File: src/rtl/wb_arbiter.sv
// Writeback-port arbiter.
// The writeback pipe and a 2-entry in-order FIFO of multi-cycle-unit (MDU)
// results share one register-file write port. The pipe normally has priority.
// The FIFO wins when the pipe's destination collides with a buffered result,
// so that the older value lands first. The FIFO also wins when it has waited
// STARVE_LIMIT consecutive cycles without a grant. The write port and the
// commit trace are registered, so both appear one cycle after the grant.
module wb_arbiter #(
  parameter int STARVE_LIMIT = 3
) (
  input  logic        clk,
  input  logic        reset,

  input  logic        pipe_valid,
  input  logic        pipe_regwrite,
  input  logic [4:0]  pipe_dst,
  input  logic [63:0] pipe_data,
  input  logic [63:0] pipe_pc,
  output logic        pipe_stall,

  input  logic        mdu_valid,
  input  logic [4:0]  mdu_dst,
  input  logic [63:0] mdu_data,
  output logic        mdu_ready,

  output logic        rf_wen,
  output logic [4:0]  rf_waddr,
  output logic [63:0] rf_wdata,

  output logic        commit_valid,
  output logic [63:0] commit_pc,

  output logic        busy
);

  localparam int unsigned StarveLimitU = STARVE_LIMIT;

  logic [4:0]  fifoDst  [2];
  logic [63:0] fifoData [2];
  logic        wrPtr;
  logic        rdPtr;
  logic [1:0]  count;
  logic [1:0]  starveCnt;

  logic        fifoFull;
  logic        fifoEmpty;
  logic        push;
  logic        pop;
  logic [1:0]  entryValid;
  logic        pipeNeeds;
  logic        hazard;
  logic        starveHit;
  logic        fifoGrant;
  logic        pipeGrant;
  logic [4:0]  headDst;
  logic [63:0] headData;

  assign fifoFull  = (count == 2'd2);
  assign fifoEmpty = (count == 2'd0);
  assign busy      = !fifoEmpty;

  // mdu_ready depends only on occupancy, never on a same-cycle pop,
  // so the MDU side has no combinational path from the pipe inputs.
  assign mdu_ready = !fifoFull;
  assign push      = mdu_valid & mdu_ready;

  assign headDst   = fifoDst[rdPtr];
  assign headData  = fifoData[rdPtr];

  // Mark which physical slots hold live results, for the hazard compare.
  always_comb begin
    entryValid = 2'b00;
    if (count == 2'd2) begin
      entryValid = 2'b11;
    end else if (count == 2'd1) begin
      entryValid[rdPtr] = 1'b1;
    end
  end

  // The pipe competes for the port only when it really writes a register.
  // Writes to x0 are dropped and commit without any port use.
  assign pipeNeeds = pipe_valid & pipe_regwrite & (pipe_dst != 5'd0);

  assign hazard = pipeNeeds &
                  ((entryValid[0] & (fifoDst[0] == pipe_dst)) |
                   (entryValid[1] & (fifoDst[1] == pipe_dst)));

  assign starveHit = (32'(starveCnt) >= StarveLimitU);

  // The FIFO wins when the pipe does not need the port, when an older result
  // targets the same register, or when the FIFO has been starved too long.
  // The pipe's request is held, not dropped, so a FIFO win means a stall.
  assign fifoGrant  = !fifoEmpty & (!pipeNeeds | hazard | starveHit);
  assign pipeGrant  = pipeNeeds & !fifoGrant;
  assign pipe_stall = pipeNeeds & fifoGrant;
  assign pop        = fifoGrant;

  // FIFO pointers and occupancy. A simultaneous push and pop leave the count unchanged.
  always_ff @(posedge clk or posedge reset) begin
    if (reset) begin
      wrPtr <= 1'b0;
      rdPtr <= 1'b0;
      count <= 2'd0;
    end else begin
      if (push) begin
        wrPtr <= ~wrPtr;
      end
      if (pop) begin
        rdPtr <= ~rdPtr;
      end
      case ({push, pop})
        2'b10:   count <= count + 2'd1;
        2'b01:   count <= count - 2'd1;
        default: count <= count;
      endcase
    end
  end

  // FIFO payload storage. It needs no reset because the count gates every use.
  always_ff @(posedge clk) begin
    if (push) begin
      fifoDst[wrPtr]  <= mdu_dst;
      fifoData[wrPtr] <= mdu_data;
    end
  end

  // Count consecutive cycles in which a waiting FIFO lost the port. The counter saturates at 3.
  always_ff @(posedge clk or posedge reset) begin
    if (reset) begin
      starveCnt <= 2'd0;
    end else if (fifoEmpty || fifoGrant) begin
      starveCnt <= 2'd0;
    end else if (starveCnt != 2'd3) begin
      starveCnt <= starveCnt + 2'd1;
    end
  end

  // Registered register-file write. The address and data hold when no write
  // is issued. A popped FIFO entry with dst x0 is consumed silently.
  always_ff @(posedge clk or posedge reset) begin
    if (reset) begin
      rf_wen   <= 1'b0;
      rf_waddr <= 5'd0;
      rf_wdata <= 64'd0;
    end else if (pipeGrant) begin
      rf_wen   <= 1'b1;
      rf_waddr <= pipe_dst;
      rf_wdata <= pipe_data;
    end else if (fifoGrant && (headDst != 5'd0)) begin
      rf_wen   <= 1'b1;
      rf_waddr <= headDst;
      rf_wdata <= headData;
    end else begin
      rf_wen   <= 1'b0;
    end
  end

  // Registered commit trace for every pipe instruction accepted this cycle.
  always_ff @(posedge clk or posedge reset) begin
    if (reset) begin
      commit_valid <= 1'b0;
      commit_pc    <= 64'd0;
    end else begin
      commit_valid <= pipe_valid & !pipe_stall;
      if (pipe_valid && !pipe_stall) begin
        commit_pc <= pipe_pc;
      end
    end
  end

endmodule

File: config.mk
export PLATFORM = sky130hd
export DESIGN_NAME = wb_arbiter
export DESIGN_NICKNAME = d
export VERILOG_FILES = /design/src/rtl/wb_arbiter.sv
export SDC_FILE = /design/constraint.sdc
export NUM_CORES = 1
export LEC_CHECK = 0
export ABC_AREA = 1
export CAP_MARGIN = 20
export CELL_PAD_IN_SITES_DETAIL_PLACEMENT = 0
export CELL_PAD_IN_SITES_GLOBAL_PLACEMENT = 1
export CORE_AREA = 8 8 187 189
export CTS_BUF_LIST = sky130_fd_sc_hd__clkbuf_2 sky130_fd_sc_hd__clkbuf_4 sky130_fd_sc_hd__clkbuf_8
export CTS_CLUSTER_SIZE = 24
export DETAILED_ROUTE_END_ITERATION = 7
export DIE_AREA = 0 0 195 197
export PLACE_DENSITY_LB_ADDON = 0.1
export SLEW_MARGIN = 20
export SYNTH_ARGS = -nofsm -noshare
export SYNTH_HDL_FRONTEND = slang
export SYNTH_SLANG_ARGS = --single-unit
File: constraint.sdc
create_clock -name clk -period 6.22 [get_ports clk]
set_input_delay 1.244 -clock clk [delete_from_list [all_inputs] [get_ports clk]]
set_output_delay 1.244 -clock clk [all_outputs]
set_load 0.03 [all_outputs]
==> run_results.csv <==
group,metric,value,unit
synth,synthesis.nets,1333,
critical_path,startpoint_type,"input port",
clock_tree,clockBufferDepth,3,
sta,max_freq,216,MHz
synth,synth_warnings,0,
synth,synth_cell_types,25,
grt,track_usage,18.3,%
sta,setup_tns,0,ps
clock_tree,path_clk_slew,60,ps
routing,drt.antenna.violating_nets,0,
layout,multi_input_area,3350,um2
routing,wl_per_cell,18.9,um
layout,drive_above_1_share,8.67,%
routing,vias,9005,
floorplan,fp.coreArea,32000,um2
grt,grt_max_degree,93,
synth,synth_top_flop_cell,"dfrtp_1",
power_and_ir_drop,total_leakage_power,7.51,nW
floorplan,die_h,197,um
sta,min_period,4630,ps
power_and_ir_drop,ir_drop,0.239,mV
synth,synth_seq_area_share,65.5,%
layout,layout_commonest_cell,"nand2_1",
grt,grt_pass1_vias,9132,
sta,finalHoldViolations,0,
sta,clock-skew-final,26.1,ps
critical_path,crit_required,4980,ps
sta,slew_headroom,36.8,%
clock_tree,cts_resized,0,
floorplan,dieArea,38400,um2
critical_path,path_class,"input port to primary output",
placed_design,dpl.hpwl,23700,um
clock_tree,cts_tree,"done",
run_status,status,"completed",
clock_tree,cts_htree_levels,2,
synth,synth_edf_count,138,
placed_design,port_buffers,344,
sta,setup_viol,0,
routing,dr.pass1.iters,5,
synth,syn-cell-area,11700,um2
placed_design,dpl_cell_area,15400,um2
routing,drc_errors,0,
layout,fillers,2945,
synth,async_flop_share,50.5,%
power_and_ir_drop,power_density,460,nW/um2
layout,seqCellArea,7680,um2
floorplan,die_w,195,um
grt,antenna_found_initial,7,
sta,finalCritPeriodShare,74.4,%
routing,vias_per_cell,4.69,
synth,synthCells,1121,
layout,areaGrowthSynthToFinish,41.2,%
clock_tree,holdBufCountCts,0,
grt,grt_pass1_wl,55400,um
critical_path,critPathCaptureType,"primary output",
sta,rsz0062_at_grt,"no",
routing,drtIter0Drc,482,
floorplan,start_util,36.6,%
clock_tree,cts_num_sinks,279,
sta,worst-slew-pin-transition,945,ps
sta,finalMaxSlewViolations,0,
floorplan,rows,66,
layout,fin_area,16500,um2
critical_path,cp.arrival,3380,ps
layout,nets,1681,
clock_tree,insertion_delay,560,ps
synth,ys_ff_latch,279,
synth,syn_area_per_cell,10.4,um2
placed_design,place_congestion,0.783,
clock_tree,cts_setup_buffers,0,
worst_hold_path,hold_path_class,"flip-flop to flip-flop",
flow_run,cap_violations,0,
routing,wirelength,36300,um
floorplan,ios,345,
grt,overflow,0,
clock_tree,root_buffer,"clkbuf_8",
critical_path,r2r_setup_slack,2780,ps
layout,layout_common_cells,"376 x nand2_1, 343 x clkdlybuf4s50_1, 204 x nand3_1",
clock_tree,cts_buffers,52,
critical_path,critPathMaxFanout,4,
==> cells in the mapped netlist, types with 3 or more instances <==
library cell  instances  area, um2
clkbuf_1             19       71.3
edfxtp_1            138       4140
inv_2                10       37.5
nor2_1               13       48.8
buf_4                 7       52.6
buf_6                 7       78.8
nand3_1             204       1020
buf_2                28        140
mux2i_1              64        641
o21ai_0               4       20.0
ha_1                  5       62.6
inv_1                85        319
buf_1                 3       11.3
nand2_1             377       1420
dfrtp_1             141       3530
==> through the flow <==
stage | power, mW | worst slack (ps) | hold WS (ps) | instances | utilization [%]
6_report | 7.61 | 1590 | 432 | 1921 | 51.6
5_1_grt | 8.07 | 1400 | 463 | 1921 | 51.6
4_1_cts | 7.74 | 1570 | 438 | 1919 | 51.6
3_5_place_dp | 5.88 | 1580 | 430 | 1823 | 48.2
3_3_place_gp | 5.85 | 1610 | 422 | 1823 | 48.2
2_1_floorplan | 4.65 | 1190 | 409 | 1121 | -
==> per-layer routing <==
metal / GRT usage, % / share of wire (%) / up-vias
li1: - / - / 4396
met3: 5.73 / 7.3 / 65
met2: 28.9 / 47 / 290
met4: 5.45 / 2.3 / 10
met1: 24.1 / 44 / 4244
met5: 0 / 0.18 / -
==> state kept, by name, summed over array words and instances (netlist names) <==
register	count
fifoData	128
commit_pc	64
rf_wdata	64
fifoDst	10
rf_waddr	5
count	2
starveCnt	2
commit_valid	1
rdPtr	1
rf_wen	1
wrPtr	1
==> cell families after synthesis <==
kind of cell    synth area share (%)
compound gates                 0.363
simple gates                    21.8
buf+inv                         6.07
fa+ha+maj                      0.534
mux                             5.47
flops                           65.5
xor+xnor                       0.299
==> worst paths after layout <==
| path | depth (start not counted) | end | from |
|---|---|---|---|
| worst min-delay path | 1 | starveCnt[0]$_DFFE_PP0P_ | starveCnt[0]$_DFFE_PP0P_ |
| max in group asynchronous | 3 | rdPtr$_DFFE_PP0P_ | reset |
| worst max-delay path | 12 | pipe_stall | pipe_dst[0] |
| worst min register to register | 1 | starveCnt[0]$_DFFE_PP0P_ | starveCnt[0]$_DFFE_PP0P_ |
| worst max register to register | 12 | rf_waddr[4]$_DFFE_PP0P_ | rdPtr$_DFFE_PP0P_ |
| min in group asynchronous | 2 | commit_pc[46]$_DFFE_PP0P_ | reset |
==> power by group <==
| group | switching [mW] | internal [mW] | total [mW] |
|---|---|---|---|
| clock network | 0.757 | 1.06 | 1.82 |
| logic | 1.86 | 1.13 | 2.98 |
| registers | 0.284 | 2.52 | 2.81 |
==> final cells by class <==
| cell class | count | share of cell area (%) |
|---|---|---|
| antenna | 2 | 0.0303 |
| clock buffer | 91 | 6.40 |
| clock inverter | 5 | 0.197 |
| inverter | 95 | 2.19 |
| multi-input combinational | 683 | 20.2 |
| sequential | 279 | 46.4 |
| tap | 408 | 3.09 |
| timing repair buffer | 358 | 21.4 |
==> worst max-delay path: stages <==
cell             delay, ps
clkdlybuf4s50_1        550
inv_2                   60
nand2_1                 60
nand2_1                 50
nor2_1                 140
nand3_1                130
nand3_2                110
nand2_4                 50
inv_2                   70
nand2_2                 70
inv_1                   60
clkdlybuf4s50_1        760
(Power assumes the default switching activity.)
